### config.mk
export PLATFORM = sky130hd
export DESIGN_NAME = seq_muldiv
export DESIGN_NICKNAME = d
export VERILOG_FILES = /design/src/rtl/muldiv_pkg.sv /design/src/rtl/muldiv_step.sv /design/src/rtl/seq_muldiv.sv
export SDC_FILE = /design/constraint.sdc
export NUM_CORES = 1
export LEC_CHECK = 0
export ABC_AREA = 1
export ABC_CLOCK_PERIOD_IN_PS = 7450
export BUFFER_PORTS_ARGS = -buffer_cell sky130_fd_sc_hd__buf_2
export CORE_UTILIZATION = 64
export CTS_CLUSTER_SIZE = 16
export DETAILED_ROUTE_END_ITERATION = 6
export MAX_ROUTING_LAYER = met4
export PLACE_DENSITY = 0.88
export SLEW_MARGIN = 20
export SYNTH_ARGS = -nofsm -noshare
export SYNTH_HDL_FRONTEND = slang
export SYNTH_SLANG_ARGS = --single-unit
### constraint.sdc
create_clock -name clk -period 7.45 [get_ports clk]
set_clock_uncertainty 0.15 [all_clocks]
set_input_delay 0.745 -clock clk [delete_from_list [all_inputs] [get_ports clk]]
set_output_delay 0.745 -clock clk [all_outputs]
set_load 0.05 [all_outputs]
### src/rtl/muldiv_pkg.sv
// -----------------------------------------------------------------------------
// muldiv_pkg
// Shared definitions for the sequential multiply/divide unit.
//   op_e     : operation encoding carried on the 'op' port (0 = multiply,
//              1 = divide).
//   state_e  : handshake/iteration state machine of seq_muldiv.
//   cnt_width: width of the iteration down-counter for a given operand width.
// -----------------------------------------------------------------------------
package muldiv_pkg;

    typedef enum logic {
        OP_MUL = 1'b0,
        OP_DIV = 1'b1
    } op_e;

    typedef enum logic [1:0] {
        IDLE = 2'd0,
        BUSY = 2'd1,
        DONE = 2'd2
    } state_e;

    // The counter must hold WIDTH-1; clamp to one bit so degenerate widths
    // still produce a legal vector.
    function automatic int cnt_width(input int width);
        return (width > 1) ? $clog2(width) : 1;
    endfunction

endpackage

### src/rtl/muldiv_step.sv
// -----------------------------------------------------------------------------
// muldiv_step
// One radix-2 iteration of either an unsigned shift-add multiply or an
// unsigned restoring divide. Purely combinational; the caller registers the
// accumulator pair between iterations.
//
// Ports
//   op       in  1      0 = multiply step, 1 = divide step
//   acc_hi   in  WIDTH  multiply: partial product upper half
//                       divide  : partial remainder
//   acc_lo   in  WIDTH  multiply: remaining multiplier bits / product low half
//                       divide  : remaining dividend bits / quotient bits
//   operand  in  WIDTH  multiplicand or divisor (constant over an operation)
//   next_hi  out WIDTH  acc_hi after this iteration
//   next_lo  out WIDTH  acc_lo after this iteration
// -----------------------------------------------------------------------------
module muldiv_step
    import muldiv_pkg::*;
#(
    parameter int WIDTH = 16
) (
    input  logic             op,
    input  logic [WIDTH-1:0] acc_hi,
    input  logic [WIDTH-1:0] acc_lo,
    input  logic [WIDTH-1:0] operand,
    output logic [WIDTH-1:0] next_hi,
    output logic [WIDTH-1:0] next_lo
);

    logic [WIDTH:0]   add_sum;
    logic [WIDTH:0]   shifted;
    logic [WIDTH-1:0] diff;
    logic             fits;

    always_comb begin
        // Multiply: conditionally add the multiplicand into the upper half,
        // then shift the whole {carry, hi, lo} right by one. The bit shifted
        // out of lo is the multiplier bit just consumed.
        add_sum = {1'b0, acc_hi} + (acc_lo[0] ? {1'b0, operand} : '0);

        // Divide: bring the next dividend bit (MSB of lo) into the remainder.
        // The remainder is always < divisor, so 2*rem+1 fits in WIDTH+1 bits.
        shifted = {acc_hi, acc_lo[WIDTH-1]};
        fits    = (shifted >= {1'b0, operand});
        // When the trial subtraction fits, the result is < divisor and so
        // fits in WIDTH bits; the modular WIDTH-bit difference is exact.
        diff    = shifted[WIDTH-1:0] - operand;

        next_hi = acc_hi;
        next_lo = acc_lo;

        if (op == OP_MUL) begin
            next_hi = add_sum[WIDTH:1];
            next_lo = {add_sum[0], acc_lo[WIDTH-1:1]};
        end else if (fits) begin
            next_hi = diff;
            next_lo = {acc_lo[WIDTH-2:0], 1'b1};
        end else begin
            next_hi = shifted[WIDTH-1:0];
            next_lo = {acc_lo[WIDTH-2:0], 1'b0};
        end
    end

endmodule

### src/rtl/seq_muldiv.sv
// -----------------------------------------------------------------------------
// seq_muldiv
// Sequential unsigned multiplier / divider, one result bit per clock.
// A request is taken with a valid/ready handshake, iterated WIDTH times
// through muldiv_step, and held on the result port until the consumer
// accepts it. A divide by zero skips the iteration and reports immediately.
//
// Ports
//   clk          in  1      clock, rising edge
//   rst          in  1      synchronous active-high reset
//   start_valid  in  1      request present
//   start_ready  out 1      unit idle and able to take a request
//   op           in  1      0 = multiply, 1 = divide
//   a, b         in  WIDTH  multiplicand/multiplier or dividend/divisor
//   res_valid    out 1      result present
//   res_ready    in  1      consumer takes the result
//   hi           out WIDTH  product upper half or remainder
//   lo           out WIDTH  product lower half or quotient
//   div_by_zero  out 1      result came from a divide with b == 0
// -----------------------------------------------------------------------------
module seq_muldiv
    import muldiv_pkg::*;
#(
    parameter int WIDTH = 16
) (
    input  logic             clk,
    input  logic             rst,
    input  logic             start_valid,
    output logic             start_ready,
    input  logic             op,
    input  logic [WIDTH-1:0] a,
    input  logic [WIDTH-1:0] b,
    output logic             res_valid,
    input  logic             res_ready,
    output logic [WIDTH-1:0] hi,
    output logic [WIDTH-1:0] lo,
    output logic             div_by_zero
);

    localparam int CNT_W = cnt_width(WIDTH);

    state_e           state_q,       state_d;
    logic [CNT_W-1:0] cnt_q,         cnt_d;
    op_e              op_q,          op_d;
    logic [WIDTH-1:0] operand_q,     operand_d;
    logic [WIDTH-1:0] acc_hi_q,      acc_hi_d;
    logic [WIDTH-1:0] acc_lo_q,      acc_lo_d;
    logic [WIDTH-1:0] hi_q,          hi_d;
    logic [WIDTH-1:0] lo_q,          lo_d;
    logic             dbz_q,         dbz_d;
    logic             start_ready_q, start_ready_d;
    logic             res_valid_q,   res_valid_d;

    logic [WIDTH-1:0] step_hi;
    logic [WIDTH-1:0] step_lo;

    // Both operations share one datapath: acc_hi starts at zero (partial
    // product or partial remainder) and acc_lo starts with a (multiplier or
    // dividend); b is the constant operand (multiplicand or divisor).
    muldiv_step #(
        .WIDTH   (WIDTH)
    ) u_step (
        .op      (op_q),
        .acc_hi  (acc_hi_q),
        .acc_lo  (acc_lo_q),
        .operand (operand_q),
        .next_hi (step_hi),
        .next_lo (step_lo)
    );

    always_comb begin
        state_d       = state_q;
        cnt_d         = cnt_q;
        op_d          = op_q;
        operand_d     = operand_q;
        acc_hi_d      = acc_hi_q;
        acc_lo_d      = acc_lo_q;
        hi_d          = hi_q;
        lo_d          = lo_q;
        dbz_d         = dbz_q;
        start_ready_d = start_ready_q;
        res_valid_d   = res_valid_q;

        case (state_q)
            IDLE: begin
                if (start_valid && start_ready_q) begin
                    op_d          = op_e'(op);
                    operand_d     = b;
                    start_ready_d = 1'b0;
                    if ((op_e'(op) == OP_DIV) && (b == '0)) begin
                        // Nothing to iterate: publish the fixed result now.
                        state_d     = DONE;
                        cnt_d       = '0;
                        hi_d        = a;
                        lo_d        = '1;
                        dbz_d       = 1'b1;
                        res_valid_d = 1'b1;
                    end else begin
                        state_d  = BUSY;
                        cnt_d    = CNT_W'(WIDTH - 1);
                        acc_hi_d = '0;
                        acc_lo_d = a;
                    end
                end
            end

            BUSY: begin
                acc_hi_d = step_hi;
                acc_lo_d = step_lo;
                if (cnt_q == '0) begin
                    // Last iteration: the step outputs are the final result,
                    // so they go straight to the visible registers.
                    state_d     = DONE;
                    hi_d        = step_hi;
                    lo_d        = step_lo;
                    dbz_d       = 1'b0;
                    res_valid_d = 1'b1;
                end else begin
                    cnt_d = cnt_q - CNT_W'(1);
                end
            end

            DONE: begin
                if (res_ready) begin
                    state_d       = IDLE;
                    res_valid_d   = 1'b0;
                    start_ready_d = 1'b1;
                end
            end

            default: begin
                state_d       = IDLE;
                cnt_d         = '0;
                res_valid_d   = 1'b0;
                start_ready_d = 1'b1;
            end
        endcase
    end

    // Single state register; reset overrides any handshake on the same edge.
    always_ff @(posedge clk) begin
        if (rst) begin
            state_q       <= IDLE;
            cnt_q         <= '0;
            op_q          <= OP_MUL;
            operand_q     <= '0;
            acc_hi_q      <= '0;
            acc_lo_q      <= '0;
            hi_q          <= '0;
            lo_q          <= '0;
            dbz_q         <= 1'b0;
            start_ready_q <= 1'b1;
            res_valid_q   <= 1'b0;
        end else begin
            state_q       <= state_d;
            cnt_q         <= cnt_d;
            op_q          <= op_d;
            operand_q     <= operand_d;
            acc_hi_q      <= acc_hi_d;
            acc_lo_q      <= acc_lo_d;
            hi_q          <= hi_d;
            lo_q          <= lo_d;
            dbz_q         <= dbz_d;
            start_ready_q <= start_ready_d;
            res_valid_q   <= res_valid_d;
        end
    end

    assign start_ready = start_ready_q;
    assign res_valid   = res_valid_q;
    assign hi          = hi_q;
    assign lo          = lo_q;
    assign div_by_zero = dbz_q;

endmodule
==> impl_metrics.toml, run 1 <==
[global_route]
first_global_vias = 5750
groute.usage.overall_pct = 36.8
grt_pass1_wl_mm = 28.2
antenna_found_initial = 0
grt_overflow = 0
grt_start_max_net_pins = 53

[floorplan]
rows = 35
start_util_pct = 66.4
ios = 72
core_um2 = 9280
die_area_um2 = 10000
die_width_um = 100
die_h_um = 100

[worst_setup_path]
crit_fanout = 32
crit_required_ns = 7.52
critPathArrivalTime_ns = 3.07
worst_setup_path_start_kind = "primary input"
end_kind = "register"
crit_type = "primary input to register"
cpMostUsedCell = "nand2_1"
crit_chain = "buf_2, nor2_1, nand2_1, nor3_1, and2_1, nand2_1, nand2_1, inv_1, o21ai_0, a21oi_1"
cp_slowest_cell = "inv_1"
crit_family = "simple AND/OR/NAND/NOR gates"
slowest_delay_ns = 0.55
cp.buffers_inverters = 2

[synthesis]
synth_compound_gate_area_share_pct = 19.3
ys_seq_elements = 90
synth_cells = 959
yosysTopAreaCell = "dfxtp_1"
seq_area_frac_synth_pct = 29.2
muxShareOfSynthArea_pct = 0
synthArstFlopShare_pct = 0
synth_top_cells_by_count = "236 x nand2_1, 125 x inv_1, 119 x a21oi_1"
synth_edf_count = 0
yosysTopAreaCellShare_pct = 29.2
yosysWarnings = 0
netlist_top_cells_area = "dfxtp_1 29%, nand2_1 14%, a21oi_1 9.7%"
synth_fa_ha_area_share_pct = 7.55
synth-simple-area-share_pct = 31.0
synth.distinct_cells = 41
syn-cell-area_um2 = 6170
synth.most_common_cell = "nand2_1"
syn_area_per_cell_um2 = 6.43
synth_top_family_by_area = "simple AND/OR/NAND/NOR gates"
syn_nets = 1032
synth-xor-area-share_pct = 1.56
synth_ff_type = "dfxtp_1"

[layout]
fin_nets = 1076
synthToLayoutAreaGrowth_pct = 8.97
fin_util_pct = 72.4
drive_above_1_share_pct = 14.0
stdcell_count = 1137
design_area_um2 = 6720
nFillCells = 833
diodes = 0

[sta]
setup_viol = 0
whs_ns = 0.316
tightest_slew_ns = 1.01
fmax_mhz = 333
rsz0062_at_grt = "no"
final_hold_viol_count = 0
tns_ns = 0
max_slew_margin_pct = 32.9
period_minus_slack_ns = 3.00
fin_ws_ns = 4.45
timing.final.crit_share_pct = 40.3
drv_slew = 0

[clocking]
cts_setup_buffers = 0
hold_buffers = 0
clk-insertion-delay-late_ns = 0.38
path_clk_slew_ns = 0.10
cts_tree = "yes"
cts_htree_levels = 3
clkSinkCount = 90
cts-root-buf = "clkbuf_8"
post_cts_resized = 0
cts_buffer_depth = 2
cts_buffers = 9

[route]
wl_met1_mm = 7.65
dr.max_layer_used = "met4"
first_iter_violations = 494
drc = 0
met3_length_mm = 1.36
antenna_left = 0
wl_per_cell_um = 15.2
wl_mm = 17.3
drtPass1Iterations = 5
routed_via_density = 5.64
met2_length_mm = 7.98
num_vias = 6418

[min_path]
worstHoldPathType = "register to register"

[place]
dp_hpwl_mm = 12.9
portBuffers = 71
dpl_cell_area_um2 = 6500
place_inst = 1121
gp_congestion = 1.00
dp_slack_ns = 4.16

[power]
leakagePower_nw = 3.38
p_total_mw = 3.21
powerDensity_nw_per_um2 = 478
ir_worst_vdd_uv = 292

[outcome]
status = "finished, final reports clean"

[job]
drv_cap = 0
[final timing paths]
kind | start | end | slack [ns] | cells past startpoint
worst min-delay path | lo[10]$_SDFFE_PP0P_ | lo[10]$_SDFFE_PP0P_ | 0.32 | 2
worst max register to register | acc_lo_q[0]$_SDFFE_PP0P_ | acc_hi_q[12]$_SDFFE_PP0P_ | 4.49 | 13
worst max-delay path | b[2] | acc_lo_q[13]$_SDFFE_PP0P_ | 4.45 | 10
worst min register to register | lo[10]$_SDFFE_PP0P_ | lo[10]$_SDFFE_PP0P_ | 0.32 | 2
[registers in the layout, summed over array words and instances (netlist names), 2 cells and up]
signal,cells
lo,16
acc_lo_q,16
hi,16
operand_q,16
acc_hi_q,16
state_q,2
cnt_q,4
[layout by cell type, fill, tap and decap left out, types with 7 or more instances in the layout]
cell type and instances:
a21o_1 7, a21oi_1 119, buf_2 71, clkbuf_8 9, dfxtp_1 90, ha_1 34
inv_1 125, nand2_1 236, nand2_2 8, nand3_1 50, nand3_2 23, nor2_1 76
nor3_1 7, o21ai_0 88, xor2_1 8
[power breakdown]
group / switching [mW] / leakage, nW / total (mW) / internal [mW]
clock: 0.211 / 0.111 / 0.376 / 0.165
sequential: 0.131 / 0.739 / 0.799 / 0.668
combinational: 1.48 / 2.53 / 2.04 / 0.553
[cell families after synthesis]
| logic type | Yosys count |
|---|---|
| flip-flops | 90 |
| XOR/XNOR | 11 |
| adder cells (fa/ha/maj) | 36 |
| AND/OR/NAND/NOR | 422 |
| buffers and inverters | 171 |
| AO/OA/AOI/OAI | 229 |
[worst register-to-register path, stage by stage, from the launching register on]
cell	delay (ns)
dfxtp_1	0.87
nand2_1	0.15
inv_1	0.09
ha_1	0.28
nand3_1	0.11
nand3_1	0.10
inv_1	0.10
nor2_1	0.06
o21ai_0	0.48
nand2_1	0.10
nand2_1	0.08
nand3_1	0.07
nand3_2	0.13
a21oi_1	0.07
[routing by layer]
layer / global-route usage [%] / vias to the layer above
li1: - / 3185
met1: 50.7 / 2914
met2: 56.6 / 287
met3: 5.57 / 32
met4: 9.36 / 0
met5: - / -
[cell type report]
cell class | count | area (um2) | share of cell area (%)
clock buffer | 9 | 124 | 1.84
clock inverter | 7 | 95.1 | 1.42
inverter | 130 | 490 | 7.30
multi-input combinational | 698 | 3670 | 54.6
sequential | 90 | 1800 | 26.8
tap | 129 | 161 | 2.40
timing repair buffer | 74 | 378 | 5.62
Note: power is estimated with default switching activity, not from simulation.
==> run 2: changes to the inputs <==
--- a/config.mk
+++ b/config.mk
@@ -6,13 +6,13 @@
 export NUM_CORES = 1
 export LEC_CHECK = 0
 export ABC_AREA = 1
-export ABC_CLOCK_PERIOD_IN_PS = 7450
+export ABC_CLOCK_PERIOD_IN_PS = 3100
 export BUFFER_PORTS_ARGS = -buffer_cell sky130_fd_sc_hd__buf_2
-export CORE_UTILIZATION = 64
+export CORE_UTILIZATION = 59
 export CTS_CLUSTER_SIZE = 16
 export DETAILED_ROUTE_END_ITERATION = 6
 export MAX_ROUTING_LAYER = met4
-export PLACE_DENSITY = 0.88
+export PLACE_DENSITY = 0.83
 export SLEW_MARGIN = 20
 export SYNTH_ARGS = -nofsm -noshare
 export SYNTH_HDL_FRONTEND = slang
==> constraint.sdc (replaced) <==
create_clock -name clk -period 3.1 [get_ports clk]
set_clock_uncertainty 0.15 [all_clocks]
set_input_delay 0.31 -clock clk [delete_from_list [all_inputs] [get_ports clk]]
set_output_delay 0.31 -clock clk [all_outputs]
set_load 0.05 [all_outputs]
==> run 2 against run 1 <==
Compared with the run above:
- the flow now finishes with violations (design-rule violations)
- final cell count rose by 0.70%
- combinational power is 150% higher
- via count is 0.37% higher
- first-iteration DRC count grew 23%
- hold slack worse by 0.28 ns
- sequential share of layout area fell by 0.19 points
- clock-buffer cell count did not move
- die area rose by 8.3%
==> impl_metrics.toml, run 2 (synthesis gave the netlist of run 1 again) <==
[worst_setup_path]
cp.buffers_inverters = 2
critPathArrivalTime_ns = 2.89
crit_family = "flip-flops"
cpMostUsedCell = "nand2_1"
crit_fanout = 18
rrSetupSlack_ns = 0.27
r2r-end = "acc_hi_q[9]$_SDFFE_PP0P_"
worst_setup_path_start_kind = "register"
crit_type = "register to register"
end_kind = "register"
ff2ff_path_depth = 13
rr_startpoint = "acc_lo_q[0]$_SDFFE_PP0P_"
cp_slowest_cell = "dfxtp_1"
slowest_delay_ns = 0.81
crit_required_ns = 3.16
crit_chain = "nand2_1, inv_1, ha_1, a21oi_1, nor2_1, nor2_1, nand3_1, nand2_1, nand2_1, o21ai_0, inv_1, nand2_1, a21oi_1"

[min_path]
worstHoldPathType = "primary input to register"
hold_depth = 3
hp-start = "b[0]"
whs_endpoint = "operand_q[0]$_SDFFE_PP0P_"

[sta]
timing.final.crit_share_pct = 91.2
rsz0062_at_grt = "no"
tns_ns = 0
max_slew_margin_pct = 38.5
drv_slew = 0
whs_ns = 0.0356
setup_viol = 0
fin_ws_ns = 0.274
period_minus_slack_ns = 2.83
fmax_mhz = 354
tightest_slew_ns = 0.922
final_hold_viol_count = 0

[job]
drv_cap = 0

[place]
dp_slack_ns = 0.359
dpl_cell_area_um2 = 6540
dp_hpwl_mm = 12.9
place_inst = 1129
gp_congestion = 0.963
portBuffers = 71

[clocking]
cts_setup_buffers = 0
cts_buffer_depth = 2
cts-root-buf = "clkbuf_8"
cts_htree_levels = 3
path_clk_slew_ns = 0.10
clkSinkCount = 90
cts_tree = "yes"
hold_buffers = 0
clk-insertion-delay-late_ns = 0.36
cts_buffers = 9
post_cts_resized = 0

[global_route]
groute.usage.overall_pct = 33.9
first_global_vias = 5669
grt_start_max_net_pins = 57
grt_overflow = 0
antenna_found_initial = 0
grt_pass1_wl_mm = 28.6

[route]
routed_via_density = 5.63
drc = 1
wl_per_cell_um = 15.5
drtPass1Iterations = 7
first_iter_violations = 610
wl_mm = 17.7
antenna_left = 0
num_vias = 6442

[layout]
fin_util_pct = 68.0
drive_above_1_share_pct = 14.3
nFillCells = 925
diodes = 0
synthToLayoutAreaGrowth_pct = 9.74
design_area_um2 = 6770
layout_common_cells = "236 x nand2_1, 125 x inv_1, 119 x a21oi_1, 90 x dfxtp_1, 88 x o21ai_0"
stdcell_count = 1145
layout_commonest_cell = "nand2_1"
fin_nets = 1080

[power]
powerDensity_nw_per_um2 = 1160
ir_worst_vdd_uv = 897
leakagePower_nw = 3.41
p_total_mw = 7.86

[floorplan]
die_width_um = 104
start_util_pct = 61.9
ios = 72
die_area_um2 = 10900
core_um2 = 9950
rows = 36
die_h_um = 104

[outcome]
violations = "design-rule violations"
status = "complete, but fails checks"
-- run 2: how the worst max path moves through the flow --
stage,from,endpoint,slack (ns),cells after the start
after detailed placement,acc_lo_q[0]$_SDFFE_PP0P_,acc_hi_q[9]$_SDFFE_PP0P_,0.36,13
final,acc_lo_q[0]$_SDFFE_PP0P_,acc_hi_q[9]$_SDFFE_PP0P_,0.27,13
after global routing,acc_lo_q[0]$_SDFFE_PP0P_,acc_hi_q[13]$_SDFFE_PP0P_,0.05,14
after global placement,acc_lo_q[0]$_SDFFE_PP0P_,acc_hi_q[9]$_SDFFE_PP0P_,0.29,13
after CTS,acc_lo_q[0]$_SDFFE_PP0P_,acc_hi_q[9]$_SDFFE_PP0P_,0.32,13
after floorplan,acc_lo_q[0]$_SDFFE_PP0P_,acc_hi_q[9]$_SDFFE_PP0P_,0.72,15
-- run 2: power by group --
part / internal [mW] / total [mW] / switching, mW
sequential: 1.61 / 1.93 / 0.321
clock: 0.469 / 0.937 / 0.468
combinational: 1.36 / 5.00 / 3.63
-- run 2: cell type report --
type / count / area (um2) / share of cell area, %
multi-input cells: 698 / 3670 / 54.2
flip-flops and latches: 90 / 1800 / 26.6
inverters: 130 / 490 / 7.25
repair buffers: 78 / 408 / 6.03
well taps: 133 / 166 / 2.46
clock buffers: 9 / 124 / 1.83
clock inverters: 7 / 108 / 1.59
-- run 2: routing by layer --
layer  global-route usage [%]  vias to the layer above  part of all wire [%]
met5                        -                        -                     0
met3                     5.45                       45                   7.1
li1                         -                     3199                     -
met1                     46.8                     2912                    46
met2                     50.3                      286                    44
met4                     11.4                        0                   2.5
-- run 2: worst min-delay path, stage by stage --
cell    delay [ns]
buf_2         0.09
nor2_1        0.04
nor2_1        0.08
